`src/rtl/fft8_result_reader.sv`:
```
// rtl/fft8_result_reader.sv - snapshots eight parallel FFT results on done and streams them out one per transfer
module fft8_result_reader #(
  parameter int DATA_W = 16,
  parameter bit BITREV = 1'b0
) (
  input  logic              clk,
  input  logic              rst_n,
  input  logic              done,
  input  logic [DATA_W-1:0] fft_out0,
  input  logic [DATA_W-1:0] fft_out1,
  input  logic [DATA_W-1:0] fft_out2,
  input  logic [DATA_W-1:0] fft_out3,
  input  logic [DATA_W-1:0] fft_out4,
  input  logic [DATA_W-1:0] fft_out5,
  input  logic [DATA_W-1:0] fft_out6,
  input  logic [DATA_W-1:0] fft_out7,
  output logic [DATA_W-1:0] out_data,
  output logic [2:0]        out_index,
  output logic              out_valid,
  input  logic              out_ready,
  output logic              out_last,
  output logic              busy,
  output logic              overrun,
  input  logic              clr_overrun
);

  typedef enum logic {IDLE, STREAM} state_t;

  state_t            state_q, state_d;
  logic [2:0]        cnt_q, cnt_d;
  logic              done_q, done_d;
  logic              overrun_q, overrun_d;
  logic [DATA_W-1:0] buf_q [8];
  logic [DATA_W-1:0] buf_d [8];

  logic       cap;
  logic       xfer;
  logic       fin;
  logic       load;
  logic       set_ovr;
  logic [2:0] pos;

  always_comb begin
    cap     = done & ~done_q;
    xfer    = (state_q == STREAM) & out_ready;
    fin     = xfer & (cnt_q == 3'd7);
    state_d = state_q;
    cnt_d   = cnt_q;
    done_d  = done;
    load    = 1'b0;
    set_ovr = 1'b0;
    buf_d   = buf_q;

    case (state_q)
      IDLE: begin
        if (cap) begin
          load    = 1'b1;
          cnt_d   = 3'd0;
          state_d = STREAM;
        end
      end
      STREAM: begin
        // A capture landing exactly on the final transfer starts the next frame seamlessly.
        if (cap & ~fin) begin
          set_ovr = 1'b1;
        end
        if (xfer) begin
          if (!fin) begin
            cnt_d = cnt_q + 3'd1;
          end else if (cap) begin
            load  = 1'b1;
            cnt_d = 3'd0;
          end else begin
            state_d = IDLE;
          end
        end
      end
    endcase

    if (load) begin
      buf_d[0] = fft_out0;
      buf_d[1] = fft_out1;
      buf_d[2] = fft_out2;
      buf_d[3] = fft_out3;
      buf_d[4] = fft_out4;
      buf_d[5] = fft_out5;
      buf_d[6] = fft_out6;
      buf_d[7] = fft_out7;
    end

    overrun_d = set_ovr ? 1'b1 : (clr_overrun ? 1'b0 : overrun_q);
  end

  always_ff @(posedge clk or negedge rst_n) begin
    if (!rst_n) begin
      state_q   <= IDLE;
      cnt_q     <= 3'd0;
      done_q    <= 1'b0;
      overrun_q <= 1'b0;
      for (int i = 0; i < 8; i++) begin
        buf_q[i] <= '0;
      end
    end else begin
      state_q   <= state_d;
      cnt_q     <= cnt_d;
      done_q    <= done_d;
      overrun_q <= overrun_d;
      buf_q     <= buf_d;
    end
  end

  // Outputs decode registered state only, so an async reset clears them between edges.
  always_comb begin
    pos       = BITREV ? {cnt_q[0], cnt_q[1], cnt_q[2]} : cnt_q;
    out_valid = (state_q == STREAM);
    out_index = out_valid ? pos : 3'd0;
    out_data  = out_valid ? buf_q[pos] : '0;
    out_last  = out_valid & (cnt_q == 3'd7);
    busy      = out_valid;
    overrun   = overrun_q;
  end

endmodule

```
`config.mk`:
```
export PLATFORM = sky130hd
export DESIGN_NAME = fft8_result_reader
export DESIGN_NICKNAME = d
export VERILOG_FILES = /design/src/rtl/fft8_result_reader.sv
export SDC_FILE = /design/constraint.sdc
export NUM_CORES = 1
export LEC_CHECK = 0
export ABC_AREA = 1
export BUFFER_PORTS_ARGS = -buffer_cell sky130_fd_sc_hd__buf_2
export CORE_ASPECT_RATIO = 1.25
export CORE_MARGIN = 3
export CORE_UTILIZATION = 35
export CTS_BUF_LIST = sky130_fd_sc_hd__clkbuf_16
export DETAILED_ROUTE_END_ITERATION = 16
export HOLD_SLACK_MARGIN = 0.03
export PLACE_DENSITY = 0.68
export SYNTH_ARGS = -nofsm -noshare
export SYNTH_HDL_FRONTEND = slang
export SYNTH_SLANG_ARGS = --single-unit
```
`constraint.sdc`:
```
create_clock -name clk -period 2.4 [get_ports clk]
set_clock_uncertainty 0.1 [all_clocks]
set_input_delay 0.12 -clock clk [delete_from_list [all_inputs] [get_ports clk]]
set_output_delay 0.12 -clock clk [all_outputs]
set_load 0.1 [all_outputs]
```
# == Yosys cells after proc, flatten, opt, wreduce, memory -nomap -nowiden ==
# Index checks and enable logic that the tools add are counted.
# word_totals
in_bits,133
out_inout_bits,23
regBits,134
# op_classes
muxes,20
addsub,1
bitwise_logic,9
eq_ne,2
n_lt_le_gt_ge,1
reduce_logical,1
# ops
cell,n
16-bit binary-select mux with 3-bit select,1
16-bit 2-to-1 mux,3
3-bit 2-to-1 mux,4
1-bit 2-to-1 mux,9
3-bit case mux with 2 select lines,1
1-bit bitwise AND,5
4-bit greater-or-equal comparator (second input constant),1
3-bit inverter with 4-bit output,1
1-bit case mux with 2 select lines,2
3-bit by 1-bit adder with 3-bit output (second input constant),1
3-bit equality test (second input constant),1
1-bit inverter,3
2-bit by 1-bit inequality test with 1-bit output (second input constant),1
2-bit nonzero test,1

# == Logic depth before layout (Yosys ltp) ==
# depth
ltp_word,7
depth_mapped,8
ltp_nobuf,7

# == Worst setup path before layout ==
# No wires, ideal clock.
# synth_path
path_kind,reg2out
startpoint,"register state_q, in the netlist busy"
endpoint,output out_data[10]
path_stages_with_launch,7
path_buffers,2
setup_slack_ns,-0.474
t_arrival_ns,2.654
t_required_ns,2.180
cell_sequence,dfrtp_1 > buf_4 > nand2_1 > clkinv_1 > buf_2 > nand2_1 > nand2_1
# synth_via
elab_chain_len,1
# synth_rtl
item,line,text
from (decl),29,"state_t state_q, state_d;"
from (signal assigned),104,state_q <= state_d;
16-bit 2-to-1 mux,117,out_data = out_valid ? buf_q[pos] : '0;
to (decl),17,"output logic [DATA_W-1:0] out_data,"
# No other way between the ends.

# == Worst setup path after layout ==
# layout_path
startpoint,register cnt_q[0]
endpoint,output out_data[8]
# layout_via
elab_chain_len,5
# layout_rtl
item,line,text
from (decl),30,"logic [2:0] cnt_q, cnt_d;"
from (signal assigned),105,cnt_q <= cnt_d;
3-bit inverter with 4-bit output (implied by the code),117,
16-bit binary-select mux with 3-bit select,117,
16-bit 2-to-1 mux (implied by the code) (2 in series),117,
16-bit 2-to-1 mux,117,
# No other way between the ends. The select of a mux whose other input is x is not followed.

==> metrics <==
cell mode on critical path nand2_1; min Tclk post-route 2340 ps; CTS Sinks roughly 130; Site Rows 55; Total Wirelength between 20 and 25 mm; XOR/XNOR Fraction of Synth Area 0; max-cap violations 0; Synth Area in Adders 0.00380; RSZ-0062 raised after global routing true; syn nets slightly above 1000; area of the multi-input gates roughly 2400 um2; Final Util 0.520; CTS tree yes; remaining routing DRC violations 0; Synth Warn # 0; CP Max Fanout 34; clock root buffer clkbuf_16; layout overhead on the synthesized area 44.6%; outcome completed; GP Congestion slightly below 0.9; TritonRoute pass-1 iters 5; Worst-Margin Slew 581 ps; Final setup violation count 0; initial antenna violation count 0; grt ovf 0; layout net count 1285; # IOs 156; Tcrit/Tclk final 0.973; Crit Path Category register to output port; leak pwr 4.88 nW; # H-tree levels 4; worst slack, placed 347 ps; Syn Std Cell Area between 6000 and 7000 um2; CP Launch Type register; Yosys top cell by area dfrtp_1; Post-Synth Simple-Gate Area 0.254; Slew Viols, Final 0; WP data required 2180 ps; Area contributors post-synth dfrtp_1, nand2_1, o21ai_0; register area share after synthesis 0.510; clock buffer depth 2; P per Cell Area 1520 nW/um2; ant diodes 0; syn avg cell area ~7.5 um2; count of cell types in the netlist 17; starting density of the core 0.360; fraction of layout cells with a size suffix above 1 0.183; mux cell area share after synthesis 0; worst vdd ir around 1.4 mV; Clk Latency, worst-skew pair ~420 ps; crit-path max cell delay between 300 and 400 ps; Rel. slew slack 0.613; cts bufs inserted 17; fillcell total approximately 1700; Antenna Violating Nets Remaining 0; drt via density roughly 4.7; All-Layer GR Usage 0.206; main combinational cell family by area after synthesis simple AND/OR/NAND/NOR gates; complex-gate fraction of the synthesized area 0.101; 1st-iter DRT viols just under 400; Mapped Cells 880; IO buf count ~160; Die X between 100 and 150 um; fin worst setup slack 64.1 ps; Chip Height 159 um; Synth Register Bits roughly 130; Peak Freq 428 MHz; Design Area, Final approximately 9500 um2; Final Hold Vio Count 0; Worst-path clk slew ~60 ps; Arrival @ worst endpoint roughly 2100 ps; vias in the first global route 6675; most frequent cells in the layout nand2_1, inv_1, buf_2; Storage cell area 3360 um2; routed len/inst 14.9 um; crit-path cells buf_4, inv_2, buf_8, nand2_1, nand3_1, nand2_1, nand2_1, nand2_2, buf_4; Via Count around 6500; Critical-path top delay cell dfrtp_2; DP Wirelength about 14 mm; Worst Hold Class input port to asynchronous set/reset pin; commonest non-fill, non-tap cell in the layout nand2_1; total die area between 20000 and 25000 um2; placement-stage cell area between 7000 and 8000 um2; post-synth top area share 0.510; core area 18300 um2; Setup TNS 0 ps; CP Capture Type output port; first-pass GRT wire length around 33 mm; largest net degree at the start of global routing 101
-- power breakdown --
part | switching [mW] | total, mW | leakage, nW | internal [mW]
clock | 0.991 | 2.61 | 0.281 | 1.62
combinational | 6.05 | 8.17 | 2.98 | 2.12
sequential | 0.334 | 3.70 | 1.63 | 3.36
-- worst max-delay path, delay by kind of cell (launching register included) --
kind	cells	cell delay, ps
flops	1	370
buf+inv	4	810
simple gates	5	500
-- final timing paths --
path	startpoint	depth (start not counted)	end	slack, ps
max in group asynchronous	rst_n	3	busy	1380
setup reg to reg	cnt_q[1]	8	buf_q[37]	370
setup / recovery	cnt_q[0]	9	out_data[8]	60
hold / removal	rst_n	2	buf_q[121]	140
hold reg to reg	buf_q[68]	2	buf_q[68]	440
min in group clk	done	2	done_q	270
-- cell type report --
class                           instances  area share
Sequential cell                       134       0.353
Timing Repair Buffer                  304       0.251
Multi-Input combinational cell        554       0.250
Inverter                              139      0.0552
Clock buffer                           17      0.0447
Tap cell                              228      0.0300
Clock inverter                         14      0.0167
-- through the flow --
step | std cells | total power [mW] | hold slack (ps)
CTS | 1390 | 14.4 | 161
floorplan | 880 | 9.64 | -276
finish | 1390 | 14.5 | 138
detailed placement | 1227 | 11.4 | 42.2
global placement | 1227 | 11.3 | 43.3
global route | 1390 | 15.4 | 176
-- registers in the layout, summed over array words and instances, names as in the netlist --
register,count
overrun,1
cnt_q,3
buf_q,128
busy,1
done_q,1
-- routing by layer --
| layer | GRT usage | vias to the layer above | part of all wire |
|---|---|---|---|
| met2 | 0.354 | 223 | 0.50 |
| met3 | 0.0460 | 34 | 0.058 |
| met1 | 0.254 | 3024 | 0.42 |
| li1 | - | 3205 | - |
| met4 | 0.0702 | 0 | 0.024 |
| met5 | 0 | - | 0 |
-- repair_timing --
item,4_1_cts,5_1_grt
resized for setup,15,9
setup buffers,0,0
endpoints found under the hold margin,187,0
setup endpoints to repair,14,13
hold buffers,132,0
-- cells by family after synthesis --
| group | count (synthesis) |
|---|---|
| and+or+nand+nor | 422 |
| buffers and inverters | 192 |
| AOI/OAI and AO/OA | 130 |
| adders and majority gates | 2 |
| DFF | 134 |
-- synth_stat cells --
cell      instances
clkbuf_1          5
nand3b_1          1
nand3_1          64
nor2_2            1
inv_1           138
o21ai_0         128
nand2_1         350
buf_4             4
clkinv_1          1
buf_6            13
nor2_1            6
a21oi_4           1
ha_1              2
buf_2            29
dfrtp_1         134
o22ai_1           1
buf_1             2
Note: power is estimated with default switching activity, not from simulation.
